===== src/rtl/reg_writeback_buffer.sv =====
// Writeback buffer in front of the register-file write port: a small FIFO of {reg, data}
// entries drained one per cycle, with two combinational read-bypass lookups.
module reg_writeback_buffer #(
   parameter int WORD  = 64,
   parameter int DEPTH = 4,
   parameter int ZR    = 31
) (
   input  logic                       read_clk,
   input  logic                       reset,
   input  logic                       flush,
   input  logic                       wb_valid,
   output logic                       wb_ready,
   input  logic [4:0]                 wb_reg,
   input  logic [WORD-1:0]            wb_data,
   input  logic                       drain_en,
   output logic                       reg_write,
   output logic [4:0]                 write_reg,
   output logic [WORD-1:0]            write_data,
   input  logic [4:0]                 byp_reg1,
   output logic                       byp_hit1,
   output logic [WORD-1:0]            byp_data1,
   input  logic [4:0]                 byp_reg2,
   output logic                       byp_hit2,
   output logic [WORD-1:0]            byp_data2,
   output logic [$clog2(DEPTH):0]     count
);

   localparam int PW = $clog2(DEPTH);
   localparam int CW = PW + 1;
   localparam logic [4:0]    ZR_REG   = 5'(ZR);
   localparam logic [CW-1:0] FULL_CNT = CW'(DEPTH);

   logic [PW-1:0]   head_q, head_d;
   logic [PW-1:0]   tail_q, tail_d;
   logic [CW-1:0]   count_q, count_d;
   logic [DEPTH-1:0] ent_vld_q, ent_vld_d;
   logic [4:0]      ent_reg_q  [DEPTH];
   logic [4:0]      ent_reg_d  [DEPTH];
   logic [WORD-1:0] ent_data_q [DEPTH];
   logic [WORD-1:0] ent_data_d [DEPTH];
   logic            reg_write_q, reg_write_d;
   logic [4:0]      write_reg_q, write_reg_d;
   logic [WORD-1:0] write_data_q, write_data_d;

   logic enq_s;
   logic store_s;
   logic drain_s;
   logic [WORD:0] byp1_s;
   logic [WORD:0] byp2_s;

   assign wb_ready   = (count_q != FULL_CNT);
   assign enq_s      = wb_valid && wb_ready && !flush;
   // Zero-register writes complete the handshake but never occupy an entry.
   assign store_s    = enq_s && (wb_reg != ZR_REG);
   assign drain_s    = drain_en && (count_q != {CW{1'b0}}) && !flush;

   assign count      = count_q;
   assign reg_write  = reg_write_q;
   assign write_reg  = write_reg_q;
   assign write_data = write_data_q;

   // Next-state for pointers, entries, occupancy and the output stage.
   always_comb begin
      head_d       = head_q;
      tail_d       = tail_q;
      count_d      = count_q;
      ent_vld_d    = ent_vld_q;
      ent_reg_d    = ent_reg_q;
      ent_data_d   = ent_data_q;
      reg_write_d  = 1'b0;
      write_reg_d  = write_reg_q;
      write_data_d = write_data_q;
      if (flush) begin
         head_d    = {PW{1'b0}};
         tail_d    = {PW{1'b0}};
         count_d   = {CW{1'b0}};
         ent_vld_d = {DEPTH{1'b0}};
      end else begin
         if (store_s) begin
            ent_reg_d[tail_q]  = wb_reg;
            ent_data_d[tail_q] = wb_data;
            ent_vld_d[tail_q]  = 1'b1;
            tail_d             = tail_q + PW'(1);
         end else begin
            tail_d = tail_q;
         end
         // Drain reads the pre-edge head, so a same-edge enqueue is never drained.
         if (drain_s) begin
            reg_write_d        = 1'b1;
            write_reg_d        = ent_reg_q[head_q];
            write_data_d       = ent_data_q[head_q];
            ent_vld_d[head_q]  = 1'b0;
            head_d             = head_q + PW'(1);
         end else begin
            reg_write_d = 1'b0;
         end
         case ({store_s, drain_s})
            2'b10:   count_d = count_q + CW'(1);
            2'b01:   count_d = count_q - CW'(1);
            default: count_d = count_q;
         endcase
      end
   end

   // State registers with synchronous active-low reset.
   always_ff @(posedge read_clk) begin
      if (!reset) begin
         head_q       <= {PW{1'b0}};
         tail_q       <= {PW{1'b0}};
         count_q      <= {CW{1'b0}};
         ent_vld_q    <= {DEPTH{1'b0}};
         for (int i = 0; i < DEPTH; i++) begin
            ent_reg_q[i]  <= 5'd0;
            ent_data_q[i] <= {WORD{1'b0}};
         end
         reg_write_q  <= 1'b0;
         write_reg_q  <= 5'd0;
         write_data_q <= {WORD{1'b0}};
      end else begin
         head_q       <= head_d;
         tail_q       <= tail_d;
         count_q      <= count_d;
         ent_vld_q    <= ent_vld_d;
         ent_reg_q    <= ent_reg_d;
         ent_data_q   <= ent_data_d;
         reg_write_q  <= reg_write_d;
         write_reg_q  <= write_reg_d;
         write_data_q <= write_data_d;
      end
   end

   // Returns {hit, data}; output stage has lowest priority, newest FIFO entry highest.
   function automatic logic [WORD:0] byp_lookup(input logic [4:0] r);
      logic [WORD:0] res;
      logic [PW-1:0] idx;
      res = {(WORD+1){1'b0}};
      if (r != ZR_REG) begin
         if (reg_write_q && (write_reg_q == r)) begin
            res = {1'b1, write_data_q};
         end else begin
            res = {(WORD+1){1'b0}};
         end
         for (int k = 0; k < DEPTH; k++) begin
            idx = head_q + PW'(k);
            if (ent_vld_q[idx] && (ent_reg_q[idx] == r)) begin
               res = {1'b1, ent_data_q[idx]};
            end else begin
               res = res;
            end
         end
      end else begin
         res = {(WORD+1){1'b0}};
      end
      return res;
   endfunction

   // Combinational bypass lookups for both decode read ports.
   always_comb begin
      byp1_s = byp_lookup(byp_reg1);
      byp2_s = byp_lookup(byp_reg2);
   end

   assign byp_hit1  = byp1_s[WORD];
   assign byp_data1 = byp1_s[WORD-1:0];
   assign byp_hit2  = byp2_s[WORD];
   assign byp_data2 = byp2_s[WORD-1:0];

endmodule

===== config.mk =====
export PLATFORM = sky130hd
export DESIGN_NAME = reg_writeback_buffer
export DESIGN_NICKNAME = d
export VERILOG_FILES = /design/src/rtl/reg_writeback_buffer.sv
export SDC_FILE = /design/constraint.sdc
export NUM_CORES = 2
export LEC_CHECK = 0
export ABC_CLOCK_PERIOD_IN_PS = 5500
export CAP_MARGIN = 40
export CORE_UTILIZATION = 52
export CTS_CLUSTER_DIAMETER = 100
export CTS_CLUSTER_SIZE = 30
export DETAILED_ROUTE_END_ITERATION = 8
export PLACE_DENSITY_LB_ADDON = 0.08
export SLEW_MARGIN = 20
export SYNTH_ARGS = -nofsm -noshare
export SYNTH_HDL_FRONTEND = slang
export SYNTH_SLANG_ARGS = --single-unit

===== constraint.sdc =====
create_clock -name read_clk -period 5.5 [get_ports read_clk]
set_input_delay 1.1 -clock read_clk [delete_from_list [all_inputs] [get_ports read_clk]]
set_output_delay 1.1 -clock read_clk [all_outputs]
set_load 0.005 [all_outputs]

==> results.json <==
{
  "status": "finished clean",
  "routed_wl_microns": 104000,
  "largest_reg_flops": 256,
  "mappedNetlistArea_sq_mm": 0.02568,
  "grt_remaining_overflow": 0,
  "ys_ff_latch": 357,
  "hpwl_microns": 66090,
  "drt_first_iter_violations": 2868,
  "route.vias.total": 26826,
  "tns_ns": 0,
  "cp.required_ns": 4.40,
  "maxSlewViolCount": 0,
  "insertion_delay_ns": 0.57,
  "start_kind": "primary input",
  "drcViolationCount": 0,
  "vias_per_cell": 6.559,
  "holdWs_ns": 0.4851,
  "antenna_left": 0,
  "crit_slowest_cell": "clkdlybuf4s50_1",
  "dieWidth_microns": 224.2,
  "grt_max_degree": 241,
  "synth.yosys.warnings": 0,
  "synth_fp_nets": 3360,
  "critPathArrivalTime_ns": 4.34,
  "gr-usage-all-layers_pct": 40.01,
  "crit_buf_inv": 5,
  "power.density_mw_per_mm2": 159.9,
  "postSynth.asyncResetShare_pct": 0,
  "grt_pass1_vias": 25852,
  "grt_pass1_wl_microns": 155400,
  "synth_area_per_cell_sq_um": 7.864,
  "tritoncts": "done",
  "final_cells": 4090,
  "dpl.cell_count": 4036,
  "cts_root_buffer": "clkbuf_16",
  "clkTransAtPathRegs_ns": 0.10,
  "die-area_sq_mm": 0.05028,
  "ir_drop_mv": 0.2150,
  "cts.path.max_buffers": 3,
  "rsz0062_at_grt": "yes",
  "layout_min_cycle_time_ns": 5.438,
  "start_util_pct": 52.58,
  "finalClockSkew_ns": 0.01826,
  "area_delta_synth_final_pct": 18.98,
  "ctsHtreeMaxLevel": 1,
  "numCtsBuffers": 19,
  "cp_slowest_stage_delay_ns": 0.61,
  "hold_viol": 0,
  "fin_util_pct": 62.56,
  "rows": 81,
  "die_h_microns": 224.2,
  "postSynthCellCount": 3266,
  "ys_seq_area_share_pct": 27.83,
  "max_clock_freq_ghz": 0.1839,
  "worstSetupPathType": "in2out",
  "path_delay_family": "buffers and inverters",
  "io_buffers": 287,
  "final_area_sq_mm": 0.03056,
  "grt_antenna_before_repair": 6,
  "layout.nets": 3505,
  "worst-path-max-fanout": 26,
  "drtPass1Iterations": 6,
  "gp_congestion": 0.9792,
  "worst_pin_slew_ns": 1.064,
  "setup_viol": 0,
  "ctsHoldBuffers": 0,
  "hold_class": "reg2reg",
  "power.leakage_uw": 0.01031,
  "cts.sinks": 357,
  "path_cells": "clkdlybuf4s50_1 -> buf_4 -> nand2b_1 -> mux2i_1 -> o2111ai_1 -> nor2_1 -> buf_4 -> nor3_4 -> buf_12 -> a21oi_1 -> o31ai_1 -> clkdlybuf4s50_1",
  "top_register": "ent_data_q",
  "pin_count": 288,
  "synth_enable_flop_cells": 0,
  "end_kind": "output pin",
  "finalCritPeriodShare_pct": 98.88,
  "core_sq_mm": 0.04885,
  "avgRoutedWirePerCell_microns": 25.42,
  "synthFlopType": "dfxtp_1",
  "relSlewSlack_pct": 29.04,
  "placed_area_sq_mm": 0.02956,
  "ys_types": 69,
  "maxCapViolations": 0,
  "drive_above_1_share_pct": 13.76
}
[final cells by class]
type                    count  area (sq um)
diodes                      3         7.507
clock buffers              21         483.0
clock inverters            12         135.1
fillers                  4306         18290
inverters                  10         37.54
multi-input cells        2584         17340
flip-flops and latches    357          7154
well taps                 664         830.8
repair buffers            439          4569
[layer usage]
layer  up-vias  GRT usage [%]  routed length [microns]
met1     12851          52.06                    40480
met3       347          8.191                    11600
met2      1720          63.23                    46610
met4         6          19.57                     5252
li1      11902              -                        -
met5         -         0.4888                       31
[worst register-to-register path, delay by kind of cell (launching register included)]
| family | cells | cell delay, ns |
|---|---|---|
| flip-flops | 1 | 0.45 |
| AO/OA/AOI/OAI | 2 | 0.51 |
| buffers and inverters | 3 | 1.24 |
| AND/OR/NAND/NOR | 1 | 0.18 |
| multiplexers | 1 | 0.46 |
[power by group]
part	internal, uW	switching, uW	leakage [uW]
logic	208	285	0.00712
clock network	695	1050	0.000301
registers	2620	30.2	0.00288
total	3520	1370	0.0103
[logic make-up after synthesis]
| family | Yosys count | synth area share [%] |
|---|---|---|
| xor gates and xnor gates | 56 | 1.910 |
| buffers and inverters | 325 | 5.456 |
| and+or+nand+nor | 1301 | 21.52 |
| DFF | 357 | 27.83 |
| adders and majority gates | 10 | 0.5164 |
| muxes | 344 | 19.02 |
| AOI/OAI and AO/OA | 873 | 23.74 |
[worst paths after layout]
| check | from | to | slack [ns] | depth (start not counted) |
|---|---|---|---|---|
| worst min register to register | ent_data_q[63] | ent_data_q[63] | 0.49 | 2 |
| worst max-delay path | byp_reg1[3] | byp_data1[34] | 0.06 | 12 |
| worst max register to register | head_q[0] | write_data[25] | 2.54 | 7 |
| worst min-delay path | ent_data_q[63] | ent_data_q[63] | 0.49 | 2 |
[synthesized netlist by cell type (8+ instances only)]
cell type	count	area [sq um]
a211oi_1	17	127.6
a21boi_0	302	2267
a21oi_1	107	535.5
a221o_1	35	350.3
a22oi_1	24	180.2
a2bb2oi_1	26	227.7
a311o_1	13	130.1
a311oi_1	50	437.9
and2_1	49	306.5
and3_1	79	494.2
buf_1	17	63.81
buf_2	68	340.3
buf_4	9	67.56
buf_6	8	90.09
clkbuf_1	211	792.0
dfxtp_1	357	7147
ha_1	9	112.6
inv_1	8	30.03
mux2_2	113	1272
mux2i_1	124	1241
mux4_2	103	2320
nand2_1	826	3100
nand2b_1	26	162.7
nand3_1	29	145.1
nor2_1	214	803.3
nor3_1	13	65.06
nor4_1	27	168.9
o211ai_1	24	180.2
o21ai_0	168	840.8
o21ai_1	11	55.05
o22ai_1	24	150.1
o311ai_0	9	78.83
o31ai_1	28	210.2
or2_2	15	93.84
xnor2_1	34	297.8
xor2_1	22	192.7
[per-stage QoR]
step | total power, uW | setup slack, ns
after floorplan | 2961 | 0.1790
after global placement | 3161 | -0.2794
after detailed placement | 3178 | -0.3454
after CTS | 4884 | -0.03769
after global routing | 5034 | -0.01900
final | 4886 | 0.06159
[layout by cell type, fill, tap and decap left out, types with 16 or more instances in the layout]
cell	Yosys	final
a22oi_1	24	24
clkdlybuf4s50_1	0	285
nand2_1	826	819
clkbuf_16	0	21
a311oi_1	50	49
mux4_2	103	103
a221o_1	35	35
mux2i_1	124	123
a211oi_1	17	17
nand2b_1	26	25
or2_2	15	16
buf_4	9	107
o21ai_0	168	166
and2_1	49	45
nand3_1	29	29
o211ai_1	24	24
xor2_1	22	22
xnor2_1	34	34
a21oi_1	107	107
nor2_1	214	210
o31ai_1	28	22
dfxtp_1	357	355
nor4_1	27	25
mux2_2	113	113
a2bb2oi_1	26	26
and3_1	79	74
a21boi_0	302	302
o22ai_1	24	24
buf_12	0	29
[timing repair]
action,in CTS,in global routing
gates cloned,0,2
hold endpoints to repair,0,0
pin swaps,3,12
setup buffers,1,14
gates resized for setup,11,30
endpoints found under the setup margin,101,60
(Power assumes the default switching activity.)
